$ cat config.mk
export PLATFORM = sky130hd
export DESIGN_NAME = hazard_ctrl_flat
export DESIGN_NICKNAME = d
export VERILOG_FILES = /design/src/rtl/hazard_ctrl_pkg.sv /design/src/rtl/hazard_ctrl_if.sv /design/src/rtl/hazard_operand_resolve.sv /design/src/rtl/hazard_ctrl.sv /design/src/flat_wrapper.sv
export SDC_FILE = /design/constraint.sdc
export NUM_CORES = 1
export LEC_CHECK = 0
export ABC_AREA = 1
export ABC_CLOCK_PERIOD_IN_PS = 2000
export BUFFER_PORTS_ARGS = -buffer_cell sky130_fd_sc_hd__buf_2
export CORE_ASPECT_RATIO = 0.6
export CORE_MARGIN = 2
export CORE_UTILIZATION = 54
export CTS_CLUSTER_DIAMETER = 50
export CTS_CLUSTER_SIZE = 25
export DETAILED_ROUTE_END_ITERATION = 8
export PLACE_DENSITY = 0.81
export SLEW_MARGIN = 5
export SYNTH_ARGS = -nofsm -noshare
export SYNTH_HDL_FRONTEND = slang
export SYNTH_SLANG_ARGS = --single-unit
$ cat constraint.sdc
create_clock -name clk -period 2 [get_ports clk]
set_input_delay 0.1 -clock clk [delete_from_list [all_inputs] [get_ports clk]]
set_output_delay 0.1 -clock clk [all_outputs]
set_load 0.005 [all_outputs]
$ cat src/rtl/hazard_ctrl_pkg.sv
// Shared definitions for the Tnew/Tuse hazard unit and the pipeline registers
// that carry the Tnew/Tuse fields.
package hazard_ctrl_pkg;

  localparam int TNEW_W = 4;

  typedef logic [TNEW_W-1:0] tnew_t;
  typedef logic [4:0]        reg_addr_t;

  typedef enum logic [1:0] {
    FWD_GRF = 2'd0,
    FWD_E   = 2'd1,
    FWD_M   = 2'd2,
    FWD_W   = 2'd3
  } fwd_sel_e;

  // Tuse code written by a pipeline register on reset: the operand is not read.
  localparam tnew_t DEF_TUSE_NONE   = tnew_t'(4);
  localparam int    DEF_MULT_CYCLES = 5;
  localparam int    DEF_DIV_CYCLES  = 10;

endpackage

$ cat src/rtl/hazard_ctrl_if.sv
// Bundle between the datapath (master) and the hazard unit (slave): D-stage
// operand fields, E/M/W producer fields, HI/LO issue, and the control results.
interface hazard_ctrl_if;
  import hazard_ctrl_pkg::*;

  reg_addr_t   rs_addr_D;
  reg_addr_t   rt_addr_D;
  tnew_t       rs_use_D;
  tnew_t       rt_use_D;
  logic        md_use_D;
  reg_addr_t   dst_addr_E;
  reg_addr_t   dst_addr_M;
  reg_addr_t   dst_addr_W;
  tnew_t       dst_save_E;
  tnew_t       dst_save_M;
  tnew_t       dst_save_W;
  logic        md_start_E;
  logic        md_is_div_E;
  logic        stall;
  logic        flush_E;
  logic [1:0]  fwd_rs_sel;
  logic [1:0]  fwd_rt_sel;
  logic        md_busy;
  logic [31:0] stall_count;

  modport master (
    output rs_addr_D, rt_addr_D, rs_use_D, rt_use_D, md_use_D,
           dst_addr_E, dst_addr_M, dst_addr_W,
           dst_save_E, dst_save_M, dst_save_W,
           md_start_E, md_is_div_E,
    input  stall, flush_E, fwd_rs_sel, fwd_rt_sel, md_busy, stall_count
  );

  modport slave (
    input  rs_addr_D, rt_addr_D, rs_use_D, rt_use_D, md_use_D,
           dst_addr_E, dst_addr_M, dst_addr_W,
           dst_save_E, dst_save_M, dst_save_W,
           md_start_E, md_is_div_E,
    output stall, flush_E, fwd_rs_sel, fwd_rt_sel, md_busy, stall_count
  );

endinterface

$ cat src/rtl/hazard_operand_resolve.sv
// Resolves one D-stage source operand against the E/M/W producers: either a
// forwarding select or a data stall.
module hazard_operand_resolve
  import hazard_ctrl_pkg::*;
#(
  parameter tnew_t TUSE_NONE = DEF_TUSE_NONE
) (
  input  reg_addr_t addr_i,
  input  tnew_t     use_i,
  input  reg_addr_t eAddr_i,
  input  tnew_t     eSave_i,
  input  reg_addr_t mAddr_i,
  input  tnew_t     mSave_i,
  input  reg_addr_t wAddr_i,
  input  tnew_t     wSave_i,
  output fwd_sel_e  sel_o,
  output logic      stall_o
);

  // The youngest matching producer decides; addr_i != 0 already excludes $0 producers.
  always_comb begin
    sel_o   = FWD_GRF;
    stall_o = 1'b0;
    if (addr_i != 5'd0 && use_i != TUSE_NONE) begin
      if (eAddr_i == addr_i) begin
        if (eSave_i > use_i)        stall_o = 1'b1;
        else if (eSave_i == '0)     sel_o   = FWD_E;
      end else if (mAddr_i == addr_i) begin
        if (mSave_i > use_i)        stall_o = 1'b1;
        else if (mSave_i == '0)     sel_o   = FWD_M;
      end else if (wAddr_i == addr_i) begin
        if (wSave_i > use_i)        stall_o = 1'b1;
        else if (wSave_i == '0)     sel_o   = FWD_W;
      end
    end
  end

endmodule

$ cat src/rtl/hazard_ctrl.sv
// Hazard unit: data stalls and forwarding selects from Tnew/Tuse fields, the
// HI/LO busy counter, and a saturating stalled-cycle counter.
module hazard_ctrl
  import hazard_ctrl_pkg::*;
#(
  parameter int    MULT_CYCLES = DEF_MULT_CYCLES,
  parameter int    DIV_CYCLES  = DEF_DIV_CYCLES,
  parameter tnew_t TUSE_NONE   = DEF_TUSE_NONE
) (
  input  logic          clk,
  input  logic          reset,
  hazard_ctrl_if.slave  hz
);

  localparam int MD_MAX = (MULT_CYCLES > DIV_CYCLES) ? MULT_CYCLES : DIV_CYCLES;
  localparam int CNT_W  = $clog2(MD_MAX + 1);

  logic [CNT_W-1:0] mdCount_q, mdCount_d;
  logic [31:0]      stallCount_q, stallCount_d;
  fwd_sel_e         rsSel, rtSel;
  logic             rsStall, rtStall;
  logic             mdBusy, stallRaw;

  hazard_operand_resolve #(.TUSE_NONE(TUSE_NONE)) uRsResolve (
    .addr_i (hz.rs_addr_D),
    .use_i  (hz.rs_use_D),
    .eAddr_i(hz.dst_addr_E),
    .eSave_i(hz.dst_save_E),
    .mAddr_i(hz.dst_addr_M),
    .mSave_i(hz.dst_save_M),
    .wAddr_i(hz.dst_addr_W),
    .wSave_i(hz.dst_save_W),
    .sel_o  (rsSel),
    .stall_o(rsStall)
  );

  hazard_operand_resolve #(.TUSE_NONE(TUSE_NONE)) uRtResolve (
    .addr_i (hz.rt_addr_D),
    .use_i  (hz.rt_use_D),
    .eAddr_i(hz.dst_addr_E),
    .eSave_i(hz.dst_save_E),
    .mAddr_i(hz.dst_addr_M),
    .mSave_i(hz.dst_save_M),
    .wAddr_i(hz.dst_addr_W),
    .wSave_i(hz.dst_save_W),
    .sel_o  (rtSel),
    .stall_o(rtStall)
  );

  // The start term covers the cycle before the counter has loaded.
  assign mdBusy   = (mdCount_q != '0) | hz.md_start_E;
  assign stallRaw = rsStall | rtStall | (hz.md_use_D & mdBusy);

  always_comb begin
    hz.stall       = reset ? 1'b0 : stallRaw;
    hz.flush_E     = reset ? 1'b0 : stallRaw;
    hz.fwd_rs_sel  = reset ? FWD_GRF : rsSel;
    hz.fwd_rt_sel  = reset ? FWD_GRF : rtSel;
    hz.md_busy     = mdBusy;
    hz.stall_count = stallCount_q;
  end

  // A start while the counter is running cannot legally happen and is dropped.
  always_comb begin
    mdCount_d = mdCount_q;
    if (hz.md_start_E && mdCount_q == '0)
      mdCount_d = hz.md_is_div_E ? CNT_W'(DIV_CYCLES) : CNT_W'(MULT_CYCLES);
    else if (mdCount_q != '0)
      mdCount_d = mdCount_q - 1'b1;
  end

  always_comb begin
    stallCount_d = stallCount_q;
    if (stallRaw && stallCount_q != 32'hFFFF_FFFF)
      stallCount_d = stallCount_q + 32'd1;
  end

  always_ff @(posedge clk) begin
    if (reset) begin
      mdCount_q    <= '0;
      stallCount_q <= '0;
    end else begin
      mdCount_q    <= mdCount_d;
      stallCount_q <= stallCount_d;
    end
  end

endmodule

$ cat src/flat_wrapper.sv
// flat-port wrapper written by rule: the top's interface ports become plain ports
module hazard_ctrl_flat import hazard_ctrl_pkg::*;
#(
  parameter int    MULT_CYCLES = DEF_MULT_CYCLES,
  parameter int    DIV_CYCLES  = DEF_DIV_CYCLES,
  parameter tnew_t TUSE_NONE   = DEF_TUSE_NONE
)
  (clk, reset, hz_rs_addr_D, hz_rt_addr_D, hz_rs_use_D, hz_rt_use_D, hz_md_use_D, hz_dst_addr_E, hz_dst_addr_M, hz_dst_addr_W, hz_dst_save_E, hz_dst_save_M, hz_dst_save_W, hz_md_start_E, hz_md_is_div_E, hz_stall, hz_flush_E, hz_fwd_rs_sel, hz_fwd_rt_sel, hz_md_busy, hz_stall_count);
  hazard_ctrl_if hz_i ();
  input  logic clk;
  input  logic reset;
  input wire logic [$bits(hz_i.rs_addr_D)-1:0] hz_rs_addr_D;
  input wire logic [$bits(hz_i.rt_addr_D)-1:0] hz_rt_addr_D;
  input wire logic [$bits(hz_i.rs_use_D)-1:0] hz_rs_use_D;
  input wire logic [$bits(hz_i.rt_use_D)-1:0] hz_rt_use_D;
  input wire logic [$bits(hz_i.md_use_D)-1:0] hz_md_use_D;
  input wire logic [$bits(hz_i.dst_addr_E)-1:0] hz_dst_addr_E;
  input wire logic [$bits(hz_i.dst_addr_M)-1:0] hz_dst_addr_M;
  input wire logic [$bits(hz_i.dst_addr_W)-1:0] hz_dst_addr_W;
  input wire logic [$bits(hz_i.dst_save_E)-1:0] hz_dst_save_E;
  input wire logic [$bits(hz_i.dst_save_M)-1:0] hz_dst_save_M;
  input wire logic [$bits(hz_i.dst_save_W)-1:0] hz_dst_save_W;
  input wire logic [$bits(hz_i.md_start_E)-1:0] hz_md_start_E;
  input wire logic [$bits(hz_i.md_is_div_E)-1:0] hz_md_is_div_E;
  output wire logic [$bits(hz_i.stall)-1:0] hz_stall;
  output wire logic [$bits(hz_i.flush_E)-1:0] hz_flush_E;
  output wire logic [$bits(hz_i.fwd_rs_sel)-1:0] hz_fwd_rs_sel;
  output wire logic [$bits(hz_i.fwd_rt_sel)-1:0] hz_fwd_rt_sel;
  output wire logic [$bits(hz_i.md_busy)-1:0] hz_md_busy;
  output wire logic [$bits(hz_i.stall_count)-1:0] hz_stall_count;
  assign hz_i.rs_addr_D = hz_rs_addr_D;
  assign hz_i.rt_addr_D = hz_rt_addr_D;
  assign hz_i.rs_use_D = hz_rs_use_D;
  assign hz_i.rt_use_D = hz_rt_use_D;
  assign hz_i.md_use_D = hz_md_use_D;
  assign hz_i.dst_addr_E = hz_dst_addr_E;
  assign hz_i.dst_addr_M = hz_dst_addr_M;
  assign hz_i.dst_addr_W = hz_dst_addr_W;
  assign hz_i.dst_save_E = hz_dst_save_E;
  assign hz_i.dst_save_M = hz_dst_save_M;
  assign hz_i.dst_save_W = hz_dst_save_W;
  assign hz_i.md_start_E = hz_md_start_E;
  assign hz_i.md_is_div_E = hz_md_is_div_E;
  assign hz_stall = hz_i.stall;
  assign hz_flush_E = hz_i.flush_E;
  assign hz_fwd_rs_sel = hz_i.fwd_rs_sel;
  assign hz_fwd_rt_sel = hz_i.fwd_rt_sel;
  assign hz_md_busy = hz_i.md_busy;
  assign hz_stall_count = hz_i.stall_count;
  hazard_ctrl #(.MULT_CYCLES(MULT_CYCLES), .DIV_CYCLES(DIV_CYCLES), .TUSE_NONE(TUSE_NONE)) u_core (.clk(clk), .reset(reset), .hz(hz_i));
endmodule
==> results.md, run 1 <==
* Dominant cell type by area after synthesis: dfxtp_1
* Hold depth at 3
* Uppermost routed layer: met4
* # DRC at 0
* Post-Layout Cell Count at 747
* Status: finished, violations left
* Rows at 22
* Failing checks: negative setup slack
* CP max FO at 5
* WP buf/inv at 2
* Syn Area/Cell at 6.12 µm²
* Netlist cell types at 37
* Worst setup SP type: flop
* CP dominant cell by count: nand3_1
* Power per cell area at 533 mW/mm²
* Register-to-Register Path Depth at 10
* P&R area growth vs syn at 27.9%
* Static leakage at 0.00231 µW
* Fill count at 525
* Placed instance count at 730
* Crit-path slowest cell: dfxtp_1
* Register share of total power at 0.363
* Final Max Slew Viols at 0
* Nets at 739
* HP Class: input pin to flop
* Max-cap violations at 0
* Worst Setup Path Type: flop to flop
* Sw Ratio at 0.381
* Clock buffer depth at 2
* Synth top area cells: dfxtp_1, nand2_1, ha_1
* Peak supply drop at 0.391 mV
* HPWL after detailed placement at 7.81 mm
* WHS Endpoint: u_core.mdCount_q[2]
* Skew final at 0.00559 ns
* Die height at 65.7 µm
* Worst endpoint required time at 2.19 ns
* CP Capture Type: flop
* Final Hold Viols at 0
* Diode count at 0
* Least-Margin Pin Slew at 0.607 ns
* Kind of cell adding the most delay to the critical path: simple AND/OR/NAND/NOR gates
* Register area share after synthesis at 0.211
* Worst R2R Setup Slack at -0.03 ns
* Net switching power at 888 µW
* GR Util All Layers at 0.281
* Die area at 0.00701 mm²
* Syn Inst Count at 559
* # clock sinks at 36
* WL per Instance at 13.6 µm
* H-tree Lvls at 2
* Gr ovfl total at 0
* R2R Path End: u_core.hz.stall_count[31]
* CTS tree: built
* Most used DFF post-synth: dfxtp_1
* CTS Buf Count at 5
* Ys async rst share at 0
* Yosys warns at 0
* Clock slew at reported path FFs at 0.07 ns
* I/O Pins at 89
* Cell Int Power at 1440 µW
* First-pass GRT wire length at 15.8 mm
* Pre-CTS setup slack at 0.0356 ns
* Remaining antenna violation count at 0
* Vias at 3996
* Worst hold slack at 0.117 ns
* Met1 WL at 4.91 mm
* Rel. slew slack at 0.592
* Largest net degree at the start of global routing at 44
* CP Cell Sequence: nand2_1, inv_1, nand3_1, nor4_4, buf_4, nand3_1, nor2_1, nand3_1, nand2_1, nor2_1
* Root Buffer: clkbuf_8
* Core area at 0.00611 mm²
* Final setup fails at 2
* Crit-path max cell delay at 0.41 ns
* Clock network fraction of design power at 0.231
* Synth Cell Area at 0.00342 mm²
* Avg Vias per Cell at 5.35
* Clk_lat worst skew at 0.29 ns
* Vias in the first global route at 3464
* Die width at 107 µm
* DRT Pass-1 Iters at 5
* RSZ-0062 raised after global routing: true
* WL final at 10.2 mm
* Post-synth EDFFs at 0
* Port bufs at 88
* Max frequency at 493 MHz
* Post-CTS Hold Buffers at 0
* Final min period at 2.03 ns
* Arrival time worst endpoint at 2.22 ns
* WL met3 at 809 µm
* Syn Nets at 636
* Logic pwr share at 0.406
* Worst hold start: hz_md_is_div_E
* Final worst-path cycle share at 1.01
* Tot Pwr at 2330 µW
* Reg2reg start: u_core.hz.stall_count[15]
* Top cell type's share of synthesized area at 0.211
* Initial Util at 0.560
* Initial DRC count at 278
* Final WS setup at -0.0298 ns
* Seq cells post-synth at 36
* Met2 wire length at 4.31 mm
* Layout cell share with drive strength beyond 1 at 0.284
* RD Place Congestion at 0.933
* Antenna violations before repair at 0
Yosys cell counts, types with 3 or more instances:
library cell  number
nor2_1            80
ha_1              27
nand4_1           11
buf_2              5
nand3_1           56
a21oi_1           31
nor3_1             4
xnor2_1           13
inv_2             10
nand3b_1           3
clkbuf_1           4
buf_6              3
o21ai_0           10
nor2_2             3
xor2_1            11
a21oi_2           10
nand3_2            3
dfxtp_1           36
inv_1             71
nand2_1          144
how the worst max path moves through the flow:
| stage | depth (start not counted) | slack [ns] | endpoint | from |
|---|---|---|---|---|
| 6_report | 10 | -0.03 | u_core.hz.stall_count[31] | u_core.hz.stall_count[15] |
| 5_1_grt | 14 | -0.15 | u_core.hz.stall_count[6] | u_core.hz.stall_count[1] |
| 4_1_cts | 14 | 0.05 | u_core.hz.stall_count[18] | u_core.hz.stall_count[0] |
| 3_5_place_dp | 17 | 0.04 | u_core.hz.stall_count[30] | hz_rs_use_D[3] |
| 3_3_place_gp | 17 | 0.09 | u_core.hz.stall_count[19] | hz_rs_use_D[3] |
| 2_1_floorplan | 13 | 0.21 | u_core.hz.stall_count[6] | u_core.hz.stall_count[0] |
cell usage in the layout, fill, tap and decap left out, drive strengths merged:
cell type / count
nand2: 146
buf: 109
nor2: 85
inv: 81
nand3: 59
a21oi: 41
dfxtp: 36
ha: 27
xnor2: 13
nand4: 12
xor2: 11
o21ai: 10
clkbuf: 8
nor3: 5
nand3b: 3
nor4: 3
o31ai: 2
or2: 2
o32ai: 2
nor3b: 2
or4: 1
o21bai: 1
o41ai: 1
a31oi: 1
and3: 1
a211oi: 1
logic make-up (layout without fill, tap and decap cells):
family | after synthesis | after routing | synth area share
simple gates | 319 | 319 | 0.413
buf+inv | 94 | 198 | 0.113
compound gates | 59 | 59 | 0.104
flops | 36 | 36 | 0.211
fa+ha+maj | 27 | 27 | 0.0987
xor+xnor | 24 | 24 | 0.0614
repair_timing:
item / in CTS / in global routing
endpoints found under the setup margin: 0 / 27
gates resized for setup: 0 / 60
buffers inserted: 0 / 8
flip-flops by register name, indices dropped and copies added, names as in the netlist:
register and cells:
u_core.mdCount_q 4, u_core.hz.stall_count 32
layout make-up:
type                            count  area (µm²)  share of cell area
Tap cell                           84         105              0.0240
Multi-Input combinational cell    429        2520               0.577
Sequential cell                    36         728               0.166
Clock buffer                        8        90.1              0.0206
Inverter                           81         307              0.0700
Timing Repair Buffer              109         623               0.142
worst register-to-register path: cells and delay by family (launching register included):
kind,cells,cell delay [ns]
buf+inv,2,0.31
simple gates,8,1.21
flops,1,0.41
layer usage:
metal | vias to the layer above | GRT usage
li1 | 2005 | -
met1 | 1816 | 0.417
met2 | 158 | 0.436
met3 | 17 | 0.0397
met4 | 0 | 0.0487
met5 | - | 0
metrics by stage:
step,instance area (µm²),TNS [ns],utilization
3_3_place_gp,3990,0,0.653
2_1_floorplan,3420,0,-
4_1_cts,4080,0,0.668
3_5_place_dp,3990,0,0.653
6_report,4380,-0.0380,0.716
5_1_grt,4380,-2.38,0.716
power groups by stage:
stage          Clock [µW]  Sequential (µW)  Combinational, µW
5_1_grt               579              853               1070
2_1_floorplan           0              849                607
3_3_place_gp            0              850                846
4_1_cts               547              836                887
3_5_place_dp            0              851                884
6_report              539              846                947
(Power assumes the default switching activity.)
==> run 2: changes to the inputs <==
Settings changed: ABC_AREA 1 to not set, CORE_UTILIZATION 54 to 53.
==> results.md, run 2 <==
* Worst endpoint, post-GRT repair: u_core.hz.stall_count[29]$_SDFFE_PP0P_/D
* Register area share after synthesis at 0.230 (+0.0199)
* Syn Area/Cell at 7.98 µm² (+30%)
* Netlist cell types at 44 (+19%)
* Yosys warns at 0 (unchanged)
* Largest net degree at the start of global routing at 57
* Tool Error: [ERROR DPL-0033] detailed placement checks failed during check placement.
* HPWL after detailed placement at 7.62 mm (-2.4%)
* Most numerous cell in the Yosys netlist: nor2_1
* H-tree Lvls at 2 (unchanged)
* Clock buffer depth at 2 (unchanged)
* Dominant cell type by area after synthesis: dfxtp_1
* Syn Inst Count at 392 (-30%)
* I/O Pins at 89 (unchanged)
* Initial Util at 0.556 (-0.00390)
* RD Place Congestion at 0.918 (-1.6%)
* Most used DFF post-synth: dfxtp_1
* Top cell type's share of synthesized area at 0.230 (+0.0199)
* Pre-CTS setup slack at -0.492 ns (-0.528 ns)
* Die height at 63.5 µm (-3.3%)
* # clock sinks at 36 (unchanged)
* Antenna violations before repair at 1
* Synth Cell Area at 0.00313 mm² (-8.6%)
* Post-synth EDFFs at 0 (unchanged)
* Syn Nets at 469 (-26%)
* Synth top area cells: dfxtp_1, ha_1, mux2_2
* Die width at 103 µm (-3.4%)
* Seq cells post-synth at 36 (unchanged)
* Placed instance count at 614 (-16%)
* Worst endpoint type: register data pin
* Status: aborted with a tool error
* Rows at 21 (-4.5%)
* Port bufs at 88 (unchanged)
* Commonest cells in the netlist: nor2_1, dfxtp_1, ha_1, nor2b_1, nand2_1
* Ys async rst share at 0 (unchanged)
* Area of placed instances at 0.00427 mm² (+6.9%)
* CTS Buf Count at 5 (unchanged)
* Root Buffer: clkbuf_8
* Last stage: global routing (5_1_grt)
-- run 2: stage by stage --
| stage | TNS, ns | hold slack (ns) |
|---|---|---|
| after floorplan | -1.68 | 0.313 |
| after global placement | -9.12 | 0.485 |
| after detailed placement | -11.38 | 0.504 |
| after CTS | -3.11 | 0.222 |
-- run 2: cell families after synthesis --
logic type / synth area share
multiplexers: 0.0684
flip-flops: 0.230
AO/OA/AOI/OAI: 0.119
adder cells (fa/ha/maj): 0.108
AND/OR/NAND/NOR: 0.345
buffers and inverters: 0.0396
XOR/XNOR: 0.0896
-- run 2: what timing repair did --
item,in CTS
pin swaps,18
setup endpoints to repair,36
setup buffers,10
hold buffers,0
endpoints found under the hold margin,0
gates resized for setup,69
cloned,5
==> run 3: changes to the inputs <==
Settings changed: CORE_ASPECT_RATIO 0.6 to not set, CORE_UTILIZATION 53 to 39, CTS_CLUSTER_DIAMETER 50 to not set, CTS_CLUSTER_SIZE 25 to not set, PLACE_DENSITY 0.81 to not set, PLACE_DENSITY_LB_ADDON set to 0.15.
==> results.md, run 3 <==
* Syn Inst Count at 392 (unchanged)
* Top cell type's share of synthesized area at 0.230 (unchanged)
* Skew final at 0.0130 ns
* I/O Pins at 89 (unchanged)
* WL final at 9.92 mm
* CTS Buf Count at 5 (unchanged)
* Initial DRC count at 104
* Largest net degree at the start of global routing at 57
* Clock buffer depth at 2 (unchanged)
* HPWL after detailed placement at 6.71 mm (-12%)
* Tot Pwr at 2470 µW
* Register area share after synthesis at 0.230 (unchanged)
* Sw Ratio at 0.333
* Net switching power at 823 µW
* Antenna violations before repair at 0
* Least-Margin Pin Slew at 0.596 ns
* Clock slew at reported path FFs at 0.08 ns
* Root Buffer: clkbuf_8
* Worst hold slack at 0.215 ns
* CTS tree: built
* P&R area growth vs syn at 65.3%
* Max frequency at 423 MHz
* Diode count at 0
* Rel. slew slack at 0.602
* Synth top area cells: dfxtp_1, ha_1, mux2_2
* GR Util All Layers at 0.225
* Arrival time worst endpoint at 2.58 ns
* Yosys warns at 0 (unchanged)
* First-pass GRT wire length at 15.8 mm
* # DRC at 0
* Vias at 3594
* Final setup fails at 21
* Cell Int Power at 1650 µW
* Port bufs at 88 (unchanged)
* Crit-path slowest cell: or4_4
* Commonest cells after routing, fill and taps aside: buf_4, buf_2, nor2_1
* Clk_lat worst skew at 0.29 ns
* Dominant cell type by area after synthesis: dfxtp_1
* Die area at 0.00875 mm²
* WL per Instance at 14.8 µm
* Core area at 0.00777 mm²
* Die width at 93.6 µm (-9.3%)
* Synth Cell Area at 0.00313 mm² (unchanged)
* Seq cells post-synth at 36 (unchanged)
* Netlist cell types at 44 (unchanged)
* Vias in the first global route at 3415
* Peak supply drop at 0.238 mV
* Final Hold Viols at 0
* Commonest cells in the netlist: nor2_1, dfxtp_1, ha_1, nor2b_1, nand2_1
* Failing checks: negative setup slack
* Register share of total power at 0.323
* Fill count at 648
* Die height at 93.6 µm (+47%)
* Remaining antenna violation count at 0
* Most used DFF post-synth: dfxtp_1
* Status: finished, violations left
* Layout cell share with drive strength beyond 1 at 0.527
* Crit-path max cell delay at 0.52 ns
* Rows at 32 (+52%)
* Static leakage at 0.00224 µW
* Final min period at 2.36 ns
* Final WS setup at -0.364 ns
* Avg Vias per Cell at 5.37
* Final Max Slew Viols at 0
* Worst Setup Path Type: flop to flop
* CP Capture Type: flop
* Final worst-path cycle share at 1.18
* CP Cell Sequence: and4_4, and3_4, and3_4, nand4_1, buf_4, or3_4, or4_4, a21oi_2
* Gr ovfl total at 0
* HP Class: input pin to flop
* Worst setup SP type: flop
* Placed instance count at 639 (+4.1%)
* Ys async rst share at 0 (unchanged)
* H-tree Lvls at 2 (unchanged)
* Initial Util at 0.403 (-0.154)
* Pre-CTS setup slack at -0.367 ns (+0.125 ns)
* CP dominant cell by count: and3_4
* Syn Nets at 469 (unchanged)
* Worst endpoint required time at 2.22 ns
* Power per cell area at 477 mW/mm²
* Syn Area/Cell at 7.98 µm² (unchanged)
* Area of placed instances at 0.00433 mm² (+1.5%)
* Max reg flops at 32
* Post-synth EDFFs at 0 (unchanged)
* DRT Pass-1 Iters at 4
* RD Place Congestion at 0.853 (-7.1%)
* Most common cell after layout, fill and taps aside: buf_4
* CP max FO at 2
* Nets at 643
* Logic pwr share at 0.456
* Most numerous cell in the Yosys netlist: nor2_1
* RSZ-0062 raised after global routing: true
* Cell area after layout at 0.00517 mm²
* Post-Layout Cell Count at 669
* Max-cap violations at 0
* # clock sinks at 36 (unchanged)
* Clock network fraction of design power at 0.221
[run 3: cell counts after synthesis]
No cell type changed its count.
[run 3: kinds of logic after synthesis]
group	after synthesis	synth area share
multiplexers	19	0.0684
buffers and inverters	28	0.0396
AO/OA/AOI/OAI	60	0.119
XOR/XNOR	32	0.0896
AND/OR/NAND/NOR	190	0.345
flip-flops	36	0.230
adder cells (fa/ha/maj)	27	0.108
[run 3: per-layer routing]
layer | part of all wire | wire (µm) | vias up | track usage
li1 | - | - | 1771 | -
met1 | 0.41 | 4050 | 1704 | 0.264
met2 | 0.53 | 5280 | 103 | 0.421
met3 | 0.037 | 371 | 16 | 0.0201
met4 | 0.022 | 220 | 0 | 0.0857
met5 | 0 | 0 | - | 0
[run 3: worst paths after layout]
check                                                 end                      start  cells after the start  slack [ns]
worst max-delay path            u_core.hz.stall_count[19]   u_core.hz.stall_count[6]                      8       -0.36
worst min-delay path                  u_core.mdCount_q[0]             hz_md_is_div_E                      4        0.22
worst max register to register  u_core.hz.stall_count[19]   u_core.hz.stall_count[6]                      8       -0.36
worst min register to register  u_core.hz.stall_count[23]  u_core.hz.stall_count[23]                      2        0.52
[run 3: layout make-up]
| cell class | instances | area [µm²] | area share |
|---|---|---|---|
| Sequential cell | 36 | 729 | 0.141 |
| Inverter | 13 | 66.3 | 0.0128 |
| Clock buffer | 8 | 90.1 | 0.0174 |
| Tap cell | 102 | 128 | 0.0247 |
| Multi-Input combinational cell | 331 | 2850 | 0.551 |
| Timing Repair Buffer | 179 | 1310 | 0.253 |
[run 3: power by group through the flow]
stage	registers [µW]	logic, µW	clock network [µW]
floorplan	805	473	0
global placement	802	794	0
detailed placement	804	818	0
CTS	797	1050	554
global route	803	1240	581
finish	796	1130	546
[run 3: timing repair]
item / in CTS / in global routing
buffers inserted: 12 / 6
hold buffers: 0 / 0
pin swaps: 26 / 25
resized for setup: 84 / 48
endpoints found under the setup margin: 29 / 36
gates cloned: 4 / 0
[run 3: worst max-delay path: cells and delay by family, from the launching register on]
kind / cells / cell delay (ns)
compound gates: 1 / 0.13
flops: 1 / 0.34
simple gates: 6 / 1.61
buf+inv: 1 / 0.19
[run 3: per-stage QoR]
step | setup TNS (ns) | utilization
final | -3.18 | 0.666
after global routing | -5.37 | 0.666
after CTS | -2.07 | 0.632
after detailed placement | -10.07 | 0.557
after global placement | -9.30 | 0.557
after floorplan | -1.68 | -
==> run 4: changes to the inputs <==
Settings changed: SYNTH_HIERARCHICAL set to 1.
==> results.md, run 4 <==
* Status: finished, violations left
* Failing checks: negative setup slack
* HP Class: input pin to flop
* Ys async rst share at 0 (unchanged)
* Nets at 645 (+0.31%)
* WHS Endpoint: u_core/mdCount_q[1]
* Synth top area cells: dfxtp_1, ha_1, xnor2_1
* Worst endpoint required time at 2.23 ns (about the same)
* Remaining antenna violation count at 0 (unchanged)
* Die area at 0.00848 mm² (-3.1%)
* WL per Instance at 15.1 µm (+2.0%)
* Dominant cell type by area after synthesis: dfxtp_1
* Vias at 3638 (+1.2%)
* P&R area growth vs syn at 65.6%
* Layout cell share with drive strength beyond 1 at 0.482 (-0.0458)
* Cell area after layout at 0.00501 mm² (-3.1%)
* Final worst-path cycle share at 1.24 (+0.0580)
* Top cell type's share of synthesized area at 0.238 (+0.00781)
* Synth Cell Area at 0.00303 mm² (-3.3%)
* Crit-path max cell delay at 0.54 ns (+0.02 ns)
* Register area share after synthesis at 0.238 (+0.00781)
* Commonest cells in the netlist: dfxtp_1, nor2_1, xnor2_1, ha_1, a21oi_1
* Hold depth at 5 (+1)
* Post-synth EDFFs at 0 (unchanged)
* Most common cell after layout, fill and taps aside: buf_4
* Clock buffer depth at 2 (unchanged)
* Static leakage at 0.00209 µW (-6.9%)
* Clk_lat worst skew at 0.29 ns (about the same)
* Initial DRC count at 128 (+23%)
* Rel. slew slack at 0.507 (-0.0955)
* Avg Vias per Cell at 5.42 (+0.92%)
* Die height at 92.1 µm (-1.6%)
* WL final at 10.2 mm (+2.3%)
* CP startpoint: hz_dst_save_W[1]
* Gr ovfl total at 0 (unchanged)
* RSZ-0062 raised after global routing: true
* Final min period at 2.48 ns (+0.116 ns)
* I/O Pins at 89 (unchanged)
* Arrival time worst endpoint at 2.71 ns (+0.13 ns)
* Final Core Density at 0.659 (-0.00704)
* Netlist cell types at 48 (+9.1%)
* Syn Inst Count at 379 (-3.3%)
* Initial Util at 0.398 (-0.00501)
* Vias in the first global route at 3491 (+2.2%)
* Die width at 92.1 µm (-1.6%)
* GR Util All Layers at 0.228 (+0.00257)
* DRT Pass-1 Iters at 4 (unchanged)
* RD Place Congestion at 0.893 (+4.7%)
* Area of placed instances at 0.00433 mm² (about the same)
* Crit-path slowest cell: or4_1
* Skew final at 0.00881 ns (-0.00416 ns)
* # clock sinks at 36 (unchanged)
* Max-cap violations at 0 (unchanged)
* H-tree Lvls at 2 (unchanged)
* # DRC at 0 (unchanged)
* CP max FO at 6 (+4)
* Core area at 0.00761 mm² (-2.1%)
* Worst R2R Setup Slack at -0.38 ns (-0.02 ns)
* Pre-CTS setup slack at -0.920 ns (-0.553 ns)
* CTS Buf Count at 5 (unchanged)
* Port bufs at 88 (unchanged)
* Commonest cells after routing, fill and taps aside: buf_4, buf_2, dfxtp_1
* Diode count at 0 (unchanged)
* Most used DFF post-synth: dfxtp_1
* Worst setup SP type: input pin
* Least-Margin Pin Slew at 0.734 ns (+0.138 ns)
* CP Capture Type: flop
* Final Max Slew Viols at 0 (unchanged)
* Seq cells post-synth at 36 (unchanged)
* Antenna violations before repair at 0 (unchanged)
* Largest net degree at the start of global routing at 35 (-39%)
* Reg2reg start: u_core/hz.stall_count[13]
* Power per cell area at 496 mW/mm² (+3.9%)
* Peak supply drop at 0.233 mV (-2.2%)
* Final Hold Viols at 0 (unchanged)
* Syn Nets at 456 (-2.8%)
* Clock slew at reported path FFs at 0.08 ns (about the same)
* Root Buffer: clkbuf_8
* HPWL after detailed placement at 7.31 mm (+8.9%)
* Final WS setup at -0.480 ns (-0.116 ns)
* R2R Path End: u_core/hz.stall_count[26]
* Max reg flops at 32 (unchanged)
* Most numerous cell in the Yosys netlist: dfxtp_1
* Syn Area/Cell at 7.98 µm² (about the same)
* Max frequency at 403 MHz (-4.7%)
* Yosys warns at 6 (+6)
* CP Cell Sequence: buf_12, ha_4, nor2b_4, o21ai_2, a21oi_2, or4b_4, a211oi_4, buf_4, a211o_4, o31ai_4, or4_1, a21oi_1
* Worst Setup Path Type: input pin to flop
* Worst hold start: hz_md_is_div_E
* Rows at 32 (unchanged)
* Final setup fails at 34 (+62%)
* WP buf/inv at 2 (+1)
* CTS tree: built
* First-pass GRT wire length at 15.8 mm (-0.30%)
* Register-to-Register Path Depth at 6 (-2)
* Kind of cell adding the most delay to the critical path: simple AND/OR/NAND/NOR gates
-- run 4: changes by cell type after synthesis, sizes merged, moves of 5 or more --
cell,previous run,this run
xnor2,17,29
inv,13,20
nor2b,27,14
nor4,5,13
or4,12,17
mux2,19,4
nand3,22,17
and3,9,1
nor2,41,29
-- run 4: layout make-up --
| class | instances | area, µm² |
|---|---|---|
| clock buffer | 7 | 86.3 |
| clock inverter | 1 | 7.51 |
| fill | 643 | 2600 |
| inverter | 20 | 95.1 |
| multi-input combinational | 314 | 2670 |
| sequential | 36 | 721 |
| tap | 102 | 128 |
| timing repair buffer | 191 | 1300 |
-- run 4: logic make-up after synthesis --
logic type | count (synthesis) | synth area share
simple gates | 162 | 0.308
flops | 36 | 0.238
mux | 5 | 0.0182
compound gates | 78 | 0.166
buf+inv | 31 | 0.0422
fa+ha+maj | 27 | 0.112
xor+xnor | 40 | 0.116
-- run 4: what timing repair did --
item	CTS	global route
pin swaps	18	21
gates resized for setup	49	41
setup endpoints to repair	35	36
hold buffers	0	0
setup buffers	4	6
endpoints found under the hold margin	0	0
cloned	2	0
-- run 4: worst max path at each step --
stage                                     end  slack (ns)  cells past startpoint
finish              u_core/hz.stall_count[29]       -0.48                     12
global route        u_core/hz.stall_count[25]       -0.53                     13
CTS                 u_core/hz.stall_count[25]       -0.38                     12
detailed placement  u_core/hz.stall_count[25]       -0.92                     12
global placement    u_core/hz.stall_count[25]       -0.83                     12
floorplan           u_core/hz.stall_count[29]       -0.54                     12
-- run 4: tightest hold or removal path: stages --
cell     delay, ns
buf_2         0.10
nand2_1       0.06
o21ai_0       0.06
o21ai_0       0.07
nor2_1        0.08
-- run 4: per-stage QoR --
step / power (µW) / setup TNS (ns) / instances / hold slack [ns]
floorplan: 1320 / -10.71 / 379 / 0.338
global placement: 1680 / -23.55 / 651 / 0.514
detailed placement: 1710 / -26.27 / 651 / 0.524
CTS: 2380 / -9.96 / 665 / 0.224
global route: 2640 / -14.95 / 671 / 0.246
finish: 2490 / -11.91 / 671 / 0.217
-- run 4: routing by layer --
layer,part of all wire,GRT usage,up-vias
li1,-,-,1802
met1,0.41,0.266,1709
met2,0.53,0.428,116
met3,0.046,0.0312,11
met4,0.014,0.0672,0
met5,0,0,-
-- run 4: report_power, final --
| part | switching [µW] | internal [µW] | total, µW |
|---|---|---|---|
| Clock | 274 | 280 | 554 |
| Combinational | 556 | 587 | 1140 |
| Sequential | 23.6 | 766 | 789 |
